<file path="config.mk">
export PLATFORM = sky130hd
export DESIGN_NAME = serial_adder_ctrl
export DESIGN_NICKNAME = d
export VERILOG_FILES = /design/src/rtl/serial_adder_ctrl.sv
export SDC_FILE = /design/constraint.sdc
export NUM_CORES = 1
export LEC_CHECK = 0
export ABC_CLOCK_PERIOD_IN_PS = 2800
export BUFFER_PORTS_ARGS = -buffer_cell sky130_fd_sc_hd__buf_2
export CORE_MARGIN = 2
export CORE_UTILIZATION = 40
export DETAILED_ROUTE_END_ITERATION = 8
export PLACE_DENSITY = 0.61
export SLEW_MARGIN = 20
export SYNTH_ARGS = -nofsm -noshare
export SYNTH_HDL_FRONTEND = slang
export SYNTH_SLANG_ARGS = --single-unit
export TNS_END_PERCENT = 5
</file>
<file path="constraint.sdc">
create_clock -name clk -period 2.8 [get_ports clk]
set_clock_uncertainty 0.05 [all_clocks]
set_input_delay 0 -clock clk [delete_from_list [all_inputs] [get_ports clk]]
set_output_delay 0 -clock clk [all_outputs]
set_load 0.01 [all_outputs]
</file>
<file path="src/rtl/serial_adder_ctrl.sv">
`default_nettype none
//------------------------------------------------------------------------------
// Module      : serial_adder_ctrl
// Description : Bit-serial adder controller. Latches two WIDTH-bit operands,
//               streams them LSB-first through a two-half-adder full-add
//               stage, and assembles the sum right-aligned in a shift
//               register. Flags busy while shifting and pulses done once.
// Revision    : 1.0 - initial release
//------------------------------------------------------------------------------
module serial_adder_ctrl #(
  parameter int WIDTH = 8  // operand width, legal range 2..32
) (
  input  logic             clk,
  input  logic             rst_n,
  input  logic             start,
  input  logic [WIDTH-1:0] a,
  input  logic [WIDTH-1:0] b,
  output logic             bit_a,
  output logic             bit_b,
  output logic             bit_valid,
  output logic             busy,
  output logic             done,
  output logic [WIDTH-1:0] sum,
  output logic             cout
);

  // Counter is one bit wider than needed to index WIDTH-1 so it cannot wrap.
  localparam int CW = $clog2(WIDTH) + 1;
  localparam logic [CW-1:0] C_CNT_LAST = CW'(WIDTH - 1);

  localparam logic [1:0] S_IDLE  = 2'd0;
  localparam logic [1:0] S_SHIFT = 2'd1;
  localparam logic [1:0] S_DONE  = 2'd2;

  logic [1:0]       state_q, state_d;
  logic [WIDTH-1:0] a_q, b_q, sum_q;
  logic [CW-1:0]    cnt_q;
  logic             carry_q, cout_q;

  logic w_accept;
  logic w_last;
  logic w_ha1_s, w_ha1_c, w_ha2_s, w_ha2_c;
  logic w_s, w_c_next;

  // Start is honoured only outside the shift phase.
  assign w_accept = start && ((state_q == S_IDLE) || (state_q == S_DONE));
  assign w_last   = (cnt_q == C_CNT_LAST);

  // Two cascaded half adders plus an OR form the full-add of one bit position.
  assign w_ha1_s  = a_q[0] ^ b_q[0];
  assign w_ha1_c  = a_q[0] & b_q[0];
  assign w_ha2_s  = w_ha1_s ^ carry_q;
  assign w_ha2_c  = w_ha1_s & carry_q;
  assign w_s      = w_ha2_s;
  assign w_c_next = w_ha1_c | w_ha2_c;

  // State register.
  always_ff @(posedge clk or negedge rst_n) begin
    if (!rst_n) state_q <= S_IDLE;
    else        state_q <= state_d;
  end

  // Next-state logic: DONE chains straight into SHIFT when start is held.
  always_comb begin
    state_d = S_IDLE;
    case (state_q)
      S_IDLE:  state_d = w_accept ? S_SHIFT : S_IDLE;
      S_SHIFT: state_d = w_last   ? S_DONE  : S_SHIFT;
      S_DONE:  state_d = w_accept ? S_SHIFT : S_IDLE;
      default: state_d = S_IDLE;
    endcase
  end

  // Output decode: bit outputs are forced low whenever they are not valid.
  always_comb begin
    busy      = (state_q == S_SHIFT);
    done      = (state_q == S_DONE);
    bit_valid = busy;
    bit_a     = busy & a_q[0];
    bit_b     = busy & b_q[0];
    sum       = sum_q;
    cout      = cout_q;
  end

  // Datapath: load on accept, shift one bit per SHIFT cycle, otherwise hold.
  always_ff @(posedge clk or negedge rst_n) begin
    if (!rst_n) begin
      a_q     <= '0;
      b_q     <= '0;
      sum_q   <= '0;
      cnt_q   <= '0;
      carry_q <= 1'b0;
      cout_q  <= 1'b0;
    end else if (w_accept) begin
      a_q     <= a;
      b_q     <= b;
      sum_q   <= '0;
      cnt_q   <= '0;
      carry_q <= 1'b0;
      cout_q  <= 1'b0;
    end else if (state_q == S_SHIFT) begin
      a_q     <= {1'b0, a_q[WIDTH-1:1]};
      b_q     <= {1'b0, b_q[WIDTH-1:1]};
      sum_q   <= {w_s, sum_q[WIDTH-1:1]};
      carry_q <= w_c_next;
      if (w_last) cout_q <= w_c_next;
      else        cnt_q  <= cnt_q + CW'(1);
    end
  end

endmodule
`default_nettype wire

</file>
==> out/metrics.cfg, run 1 <==
[outcome]
outcome = completed

[pwr]
combPwrFrac_pct = 44.2
power.switching_uw = 827
leakagePower_nw = 0.912
p_int_mw = 1.30
switching_share_pct = 38.8
pwr_density_cell_nw_per_um2 = 1100
peakVddDrop_mv = 0.549
seqPwrFrac_pct = 39.0
power_frac_clock_pct = 16.7

[worst_setup_path]
path_buf_inv = 2
start_kind = flip-flop
path_class = reg2reg
required_ps = 2960
cp_cell_sequence = nand2b_1 -> buf_4 -> inv_6 -> nor2_2 -> a22o_1
crit_family = simple AND/OR/NAND/NOR gates
end_kind = flip-flop
slowest_delay_ps = 420
cp_slowest_cell = nor2_2
worst-path-max-fanout = 32
crit_arrival_ps = 1780

[floorplanning]
die_h_um = 66.2
dieWidth_um = 66.2
fp-row-count = 22
initial_core_util_pct = 42.0
io_pins = 33
die_area_um2 = 4380
core_area_um2 = 3690

[clock_tree]
clkTransAtPathRegs_ps = 60
clockRootBuffer = clkbuf_8
cts.sinks = 32
cts_buffer_depth = 2
cts-htree-levels = 2
numCtsBuffers = 5
hold_buffers = 17
clk_latency_ps = 280
postCtsResizedCells = 0
cts_tree = done
postCtsSetupRepairBufs = 0

[final_layout]
drive_gt1_share_pct = 36.5
synthToLayoutAreaGrowth_pct = 24.8
nets = 201
antenna_cells = 0
final_cells = 229

[detailed_routing]
drt_wl_total_um = 3020
dr.pass1.iters = 4
drt_drc_violations_left = 0
wire_per_inst_um = 13.2
viasPerCell = 4.96
routed-via-count = 1135
drt_first_iter_violations = 43
detail-route-antenna-nets = 0

[yosys]
synth_xor_area_share_pct = 0
ys_seq_area_share_pct = 51.7
netlist_area_um2 = 1550
syn_inst = 133
async_flop_share_pct = 100
synth_top_family_by_area = compound AO/OA/AOI/OAI gates
synth_seq_cells = 32
ys.flop_type = dfrtp_1
ys_types = 30
synth_compound_area_share_pct = 18.6
synth_fa_ha_area_share_pct = 2.10
avgSynthCellArea_um2 = 11.6
synth_edf_count = 0
ys.warnings.count = 0
muxShareOfSynthArea_pct = 1.94
synth_simple_gate_area_share_pct = 17.2
synthesis.nets = 154

[sta]
relSlewSlack_pct = 53.6
grt_setup_unrepaired = no
setup_tns_ps = 0
finalHoldViolCount = 0
setup_viol = 0
period_needed_ps = 1620
finalMaxSlewViolations = 0
max_freq_mhz = 618
fin_crit_sh_pct = 57.8
worstMarginPinSlew_ps = 696

[global_route]
antenna_found_initial = 0
grt_pass1_wl_um = 5130
gr-total-overflow = 0
grt_max_degree = 33
grt_pass1_vias = 1127
gr-usage-all-layers_pct = 15.7

[place]
placed_cells = 204
hpwl_um = 1930
io_buffer_count = 32
place.gp.congestion = 0.774

[hold_path]
hp-class = in2reg

[job]
drv_cap = 0

[cell families (layout without fill, tap and decap cells)]
logic type | count (synthesis) | after routing
AND/OR/NAND/NOR | 54 | 54
flip-flops | 32 | 32
AO/OA/AOI/OAI | 28 | 28
buffers and inverters | 14 | 62
multiplexers | 3 | 3
adder cells (fa/ha/maj) | 2 | 2
[final timing paths]
kind,end,start,slack [ps],depth (start not counted)
setup / recovery,sum[7],state_q[0],1180,5
hold / removal,cnt_q[2],start,220,4
setup reg to reg,sum[7],state_q[0],1180,5
hold reg to reg,sum[0],sum[0],460,1
max in group asynchronous,b_q[0],rst_n,2000,2
min in group asynchronous,a_q[2],rst_n,250,2
[power groups by stage]
stage / sequential (mW) / combinational [mW] / clock, mW
2_1_floorplan: 0.832 / 0.831 / 0
3_3_place_gp: 0.833 / 0.913 / 0
3_5_place_dp: 0.835 / 0.936 / 0
4_1_cts: 0.832 / 0.959 / 0.368
5_1_grt: 0.864 / 1.05 / 0.400
6_report: 0.832 / 0.943 / 0.357
[per-layer routing]
metal / vias to the layer above / part of all wire, % / wire [um] / GRT usage [%]
met5: - / 0 / 0 / 0
met3: 3 / 5.6 / 169 / 6.30
met4: 0 / 0.83 / 25 / 3.83
li1: 557 / - / - / -
met2: 32 / 48 / 1450 / 25.0
met1: 543 / 45 / 1370 / 20.0
[area by class of cell]
| type | instances | area (um2) |
|---|---|---|
| multi-input cells | 87 | 619 |
| repair buffers | 51 | 345 |
| clock buffers | 8 | 90.1 |
| fillers | 339 | 1760 |
| well taps | 48 | 60.1 |
| inverters | 3 | 16.3 |
| flip-flops and latches | 32 | 801 |
[registers in the layout (all words and copies together), names as in the netlist]
register / flops
b_q: 8
state_q: 2
cout: 1
a_q: 8
cnt_q: 4
sum: 8
carry_q: 1
[worst min-delay path: cells and delay by family]
kind	cells	cell delay, ps
buf+inv	2	310
simple gates	2	200
[through the flow]
| stage | setup slack, ps | power, mW | utilization [%] | hold WS (ps) | area, um2 |
|---|---|---|---|---|---|
| final | 1180 | 2.13 | 52.4 | 223 | 1930 |
| after global routing | 1040 | 2.32 | 52.4 | 263 | 1930 |
| after CTS | 1120 | 2.16 | 52.3 | 211 | 1930 |
| after detailed placement | 1120 | 1.77 | 45.3 | 41.5 | 1670 |
| after global placement | 1190 | 1.75 | 45.3 | 32.5 | 1670 |
| after floorplan | 1530 | 1.66 | - | -346 | 1550 |
[synthesized netlist by cell type, types with 2 or more instances]
master    count  share of area [%]
nand3_1       6                1.9
nor2b_1       2               0.81
nand2_1      18                4.4
dfrtp_1      32                 52
nand2b_1      2               0.81
buf_4         3                1.5
nor2_1        9                2.2
nand2_2       8                3.2
buf_12        3                3.9
nor3_1        2               0.65
a22oi_2       5                4.0
mux2i_1       3                1.9
a31oi_2       8                6.5
and2_1        2               0.81
buf_2         4                1.3
inv_1         2               0.49
a22o_1       11                6.2
[cells in the final DEF, fill, tap and decap left out, drive strengths merged, types with 3 or more instances in the layout]
cell         instances
a22o                11
a22oi                5
a31oi                8
buf                 34
clkbuf               8
dfrtp               32
dlygate4sd3         17
inv                  3
mux2i                3
nand2               26
nand3                6
nor2                10
nor3                 3
Power figures use the tool's default switching activity.
==> run 2, diff against run 1 <==
ABC_CLOCK_PERIOD_IN_PS = 1300   (was 2800)
PLACE_DENSITY = 0.63   (was 0.61)
clock period = 1.3 ns   (was 2.8 ns; I/O delays follow)
==> run 2 against run 1 <==
Against the previous run: the run now ends with negative setup slack left; routed wire length up 7.6%; final cell count up 3.9%; critical path depth unchanged; sequential power up 120%; die area unchanged; register-to-register slack worse by 1200 ps; worst hold slack worse by 130 ps; sequential share of layout area down 3.6 points; via count up 5.4%; non-clock buffer count up 9; first-iteration DRC count down 37%; critical endpoint is now bit_a; largest power group unchanged.
==> out/metrics.cfg, run 2 (same netlist as run 1, synthesis figures left out) <==
[floorplanning]
die_area_um2 = 4380  ; unchanged
fp-row-count = 22  ; unchanged
die_h_um = 66.2  ; unchanged
dieWidth_um = 66.2  ; unchanged
io_pins = 33  ; unchanged
initial_core_util_pct = 42.0  ; unchanged
core_area_um2 = 3690  ; unchanged

[sta]
finalMaxSlewViolations = 0  ; unchanged
period_needed_ps = 1310
finalHoldViolCount = 0  ; unchanged
relSlewSlack_pct = 73.1  ; +19 points
fin_crit_sh_pct = 101
worstMarginPinSlew_ps = 404  ; -292 ps
setup_viol = 2  ; +2
fin_ws_ps = -15.0  ; -1200 ps
max_freq_mhz = 760
grt_setup_unrepaired = yes

[pwr]
peakVddDrop_mv = 1.36  ; +150%
power_frac_clock_pct = 17.9  ; +1.2 points
leakagePower_nw = 0.989  ; +8.5%
seqPwrFrac_pct = 34.2  ; -4.8 points
combPwrFrac_pct = 47.8  ; +3.6 points
switching_share_pct = 37.4  ; -1.4 points
pwr_density_cell_nw_per_um2 = 2500  ; +130%
p_int_mw = 3.32  ; +150%
power.total_mw = 5.30  ; +150%
power.switching_mw = 1.98  ; +140%

[detailed_routing]
drt_drc_violations_left = 0  ; unchanged
viasPerCell = 5.03  ; +1.4%
detail-route-antenna-nets = 0  ; unchanged
dr.pass1.iters = 6  ; +2
drt_wl_total_um = 3250  ; +7.6%
drt_first_iter_violations = 27  ; -37%
routed-via-count = 1196  ; +5.4%
wire_per_inst_um = 13.6  ; +3.6%

[place]
hpwl_um = 2070  ; +7.5%
placed_cells = 210  ; +2.9%
io_buffer_count = 32  ; unchanged
place.gp.congestion = 0.808  ; +4.4%

[worst_setup_path]
rr_worst_depth = 2  ; -3
timing.reg2reg.setup_slack_ps = 30  ; -1150 ps
worst-path-max-fanout = 5  ; -84%
required_ps = 1250  ; -1710 ps
r2r-start = b_q[0]
crit_arrival_ps = 1260  ; -520 ps
path_class = reg2out
end_kind = output pin
start_kind = flip-flop
r2r_end = sum[7]

[clock_tree]
cts-htree-levels = 2  ; unchanged
cts.sinks = 32  ; unchanged
cts_buffer_depth = 2  ; unchanged
cts_tree = done
clockRootBuffer = clkbuf_8
numCtsBuffers = 5  ; unchanged
clkTransAtPathRegs_ps = 70  ; about the same
clk_latency_ps = 290  ; about the same

[global_route]
grt.met3_usage_pct = 4.60  ; -1.7 points
gr-usage-all-layers_pct = 16.9  ; +1.2 points
grt_pass1_wl_um = 5400  ; +5.2%
gr-total-overflow = 0  ; unchanged
grt_max_degree = 27  ; -18%
use_met1_pct = 20.0  ; unchanged
use_met2_pct = 27.6  ; +2.6 points
busiest_layer = met2
grt_pass1_vias = 1191  ; +5.7%
antenna_found_initial = 0  ; unchanged

[final_layout]
mostFrequentLayoutCell = dfrtp_1
mostFrequentLayoutCells = 31 x dfrtp_1, 30 x buf_2, 17 x nand2_1, 17 x dlygate4sd3_1, 11 x a22o_1
final_cells = 238  ; +3.9%
synthToLayoutAreaGrowth_pct = 37.0
nets = 210  ; +4.5%
antenna_cells = 0  ; unchanged
drive_gt1_share_pct = 44.2  ; +7.7 points

[hold_path]
holdPathStages = 4  ; unchanged
hp-class = in2reg
hold_path_end = state_q[0]
hp-start = start

[outcome]
violations = negative setup slack
outcome = complete, but fails checks

[job]
drv_cap = 0  ; unchanged

-- run 2: cell count changes in the layout (fill, tap and decap cells not counted), moves of 2 or more --
| cell | before | now |
|---|---|---|
| buf_12 | 0 | 3 |
| and2_4 | 0 | 2 |
| and2_1 | 2 | 0 |
| clkbuf_1 | 2 | 0 |
| buf_2 | 32 | 30 |
| buf_4 | 2 | 6 |
| buf_6 | 0 | 3 |
-- run 2: cell type report --
cell class                 instances  area [um2]
sequential                        32         802
inverter                           3        16.3
tap                               48        60.1
multi-input combinational         87         657
timing repair buffer              60         474
clock inverter                     3        42.5
clock buffer                       5        68.8
fill                             312        1570
-- run 2: per-stage QoR --
step                      setup TNS (ps)  hold WS (ps)  cell area, um2  util, %  worst slack [ps]
final                              -18.7          96.1            2120     57.5             -15.0
after floorplan                        0          -346            1550        -              25.0
after detailed placement           -93.7         -97.4            1750     47.5             -67.6
after global routing                -362           110            2120     57.5             -60.4
after global placement             -2.32          -105            1750     47.5             -2.32
after CTS                          -48.7          90.1            2080     56.5             -17.2
-- run 2: worst max-delay path, cell delays in order (launching register included) --
cell      delay (ps)
dfrtp_2          440
nand2b_4         100
inv_6             50
buf_8            120
and2_4           150
buf_6            110
-- run 2: worst max-delay path by stage --
stage          startpoint     end
6_report       state_q[0]   bit_a
3_5_place_dp   state_q[1]    cout
2_1_floorplan  state_q[0]  a_q[0]
3_3_place_gp   state_q[1]    cout
5_1_grt        state_q[0]   bit_a
4_1_cts        state_q[0]   bit_a
-- run 2: timing repair --
| item | 4_1_cts | 5_1_grt |
|---|---|---|
| hold endpoints to repair | 48 | 0 |
| pin swaps | 1 | 2 |
| setup buffers | 1 | 2 |
| endpoints found under the setup margin | 7 | 16 |
| resized for setup | 9 | 6 |
| hold buffers | 17 | 0 |
-- run 2: layer usage --
metal / vias up / part of all wire [%]
li1: 578 / -
met1: 586 / 44
met2: 25 / 49
met3: 7 / 4.4
met4: 0 / 2.2
met5: - / 0
-- run 2: power groups by stage --
stage	clock network (mW)	registers (mW)	logic, mW
after global routing	1.01	1.88	2.80
final	0.950	1.82	2.54
after global placement	0	1.80	2.15
after floorplan	0	1.79	1.79
after detailed placement	0	1.79	2.23
after CTS	0.977	1.80	2.46
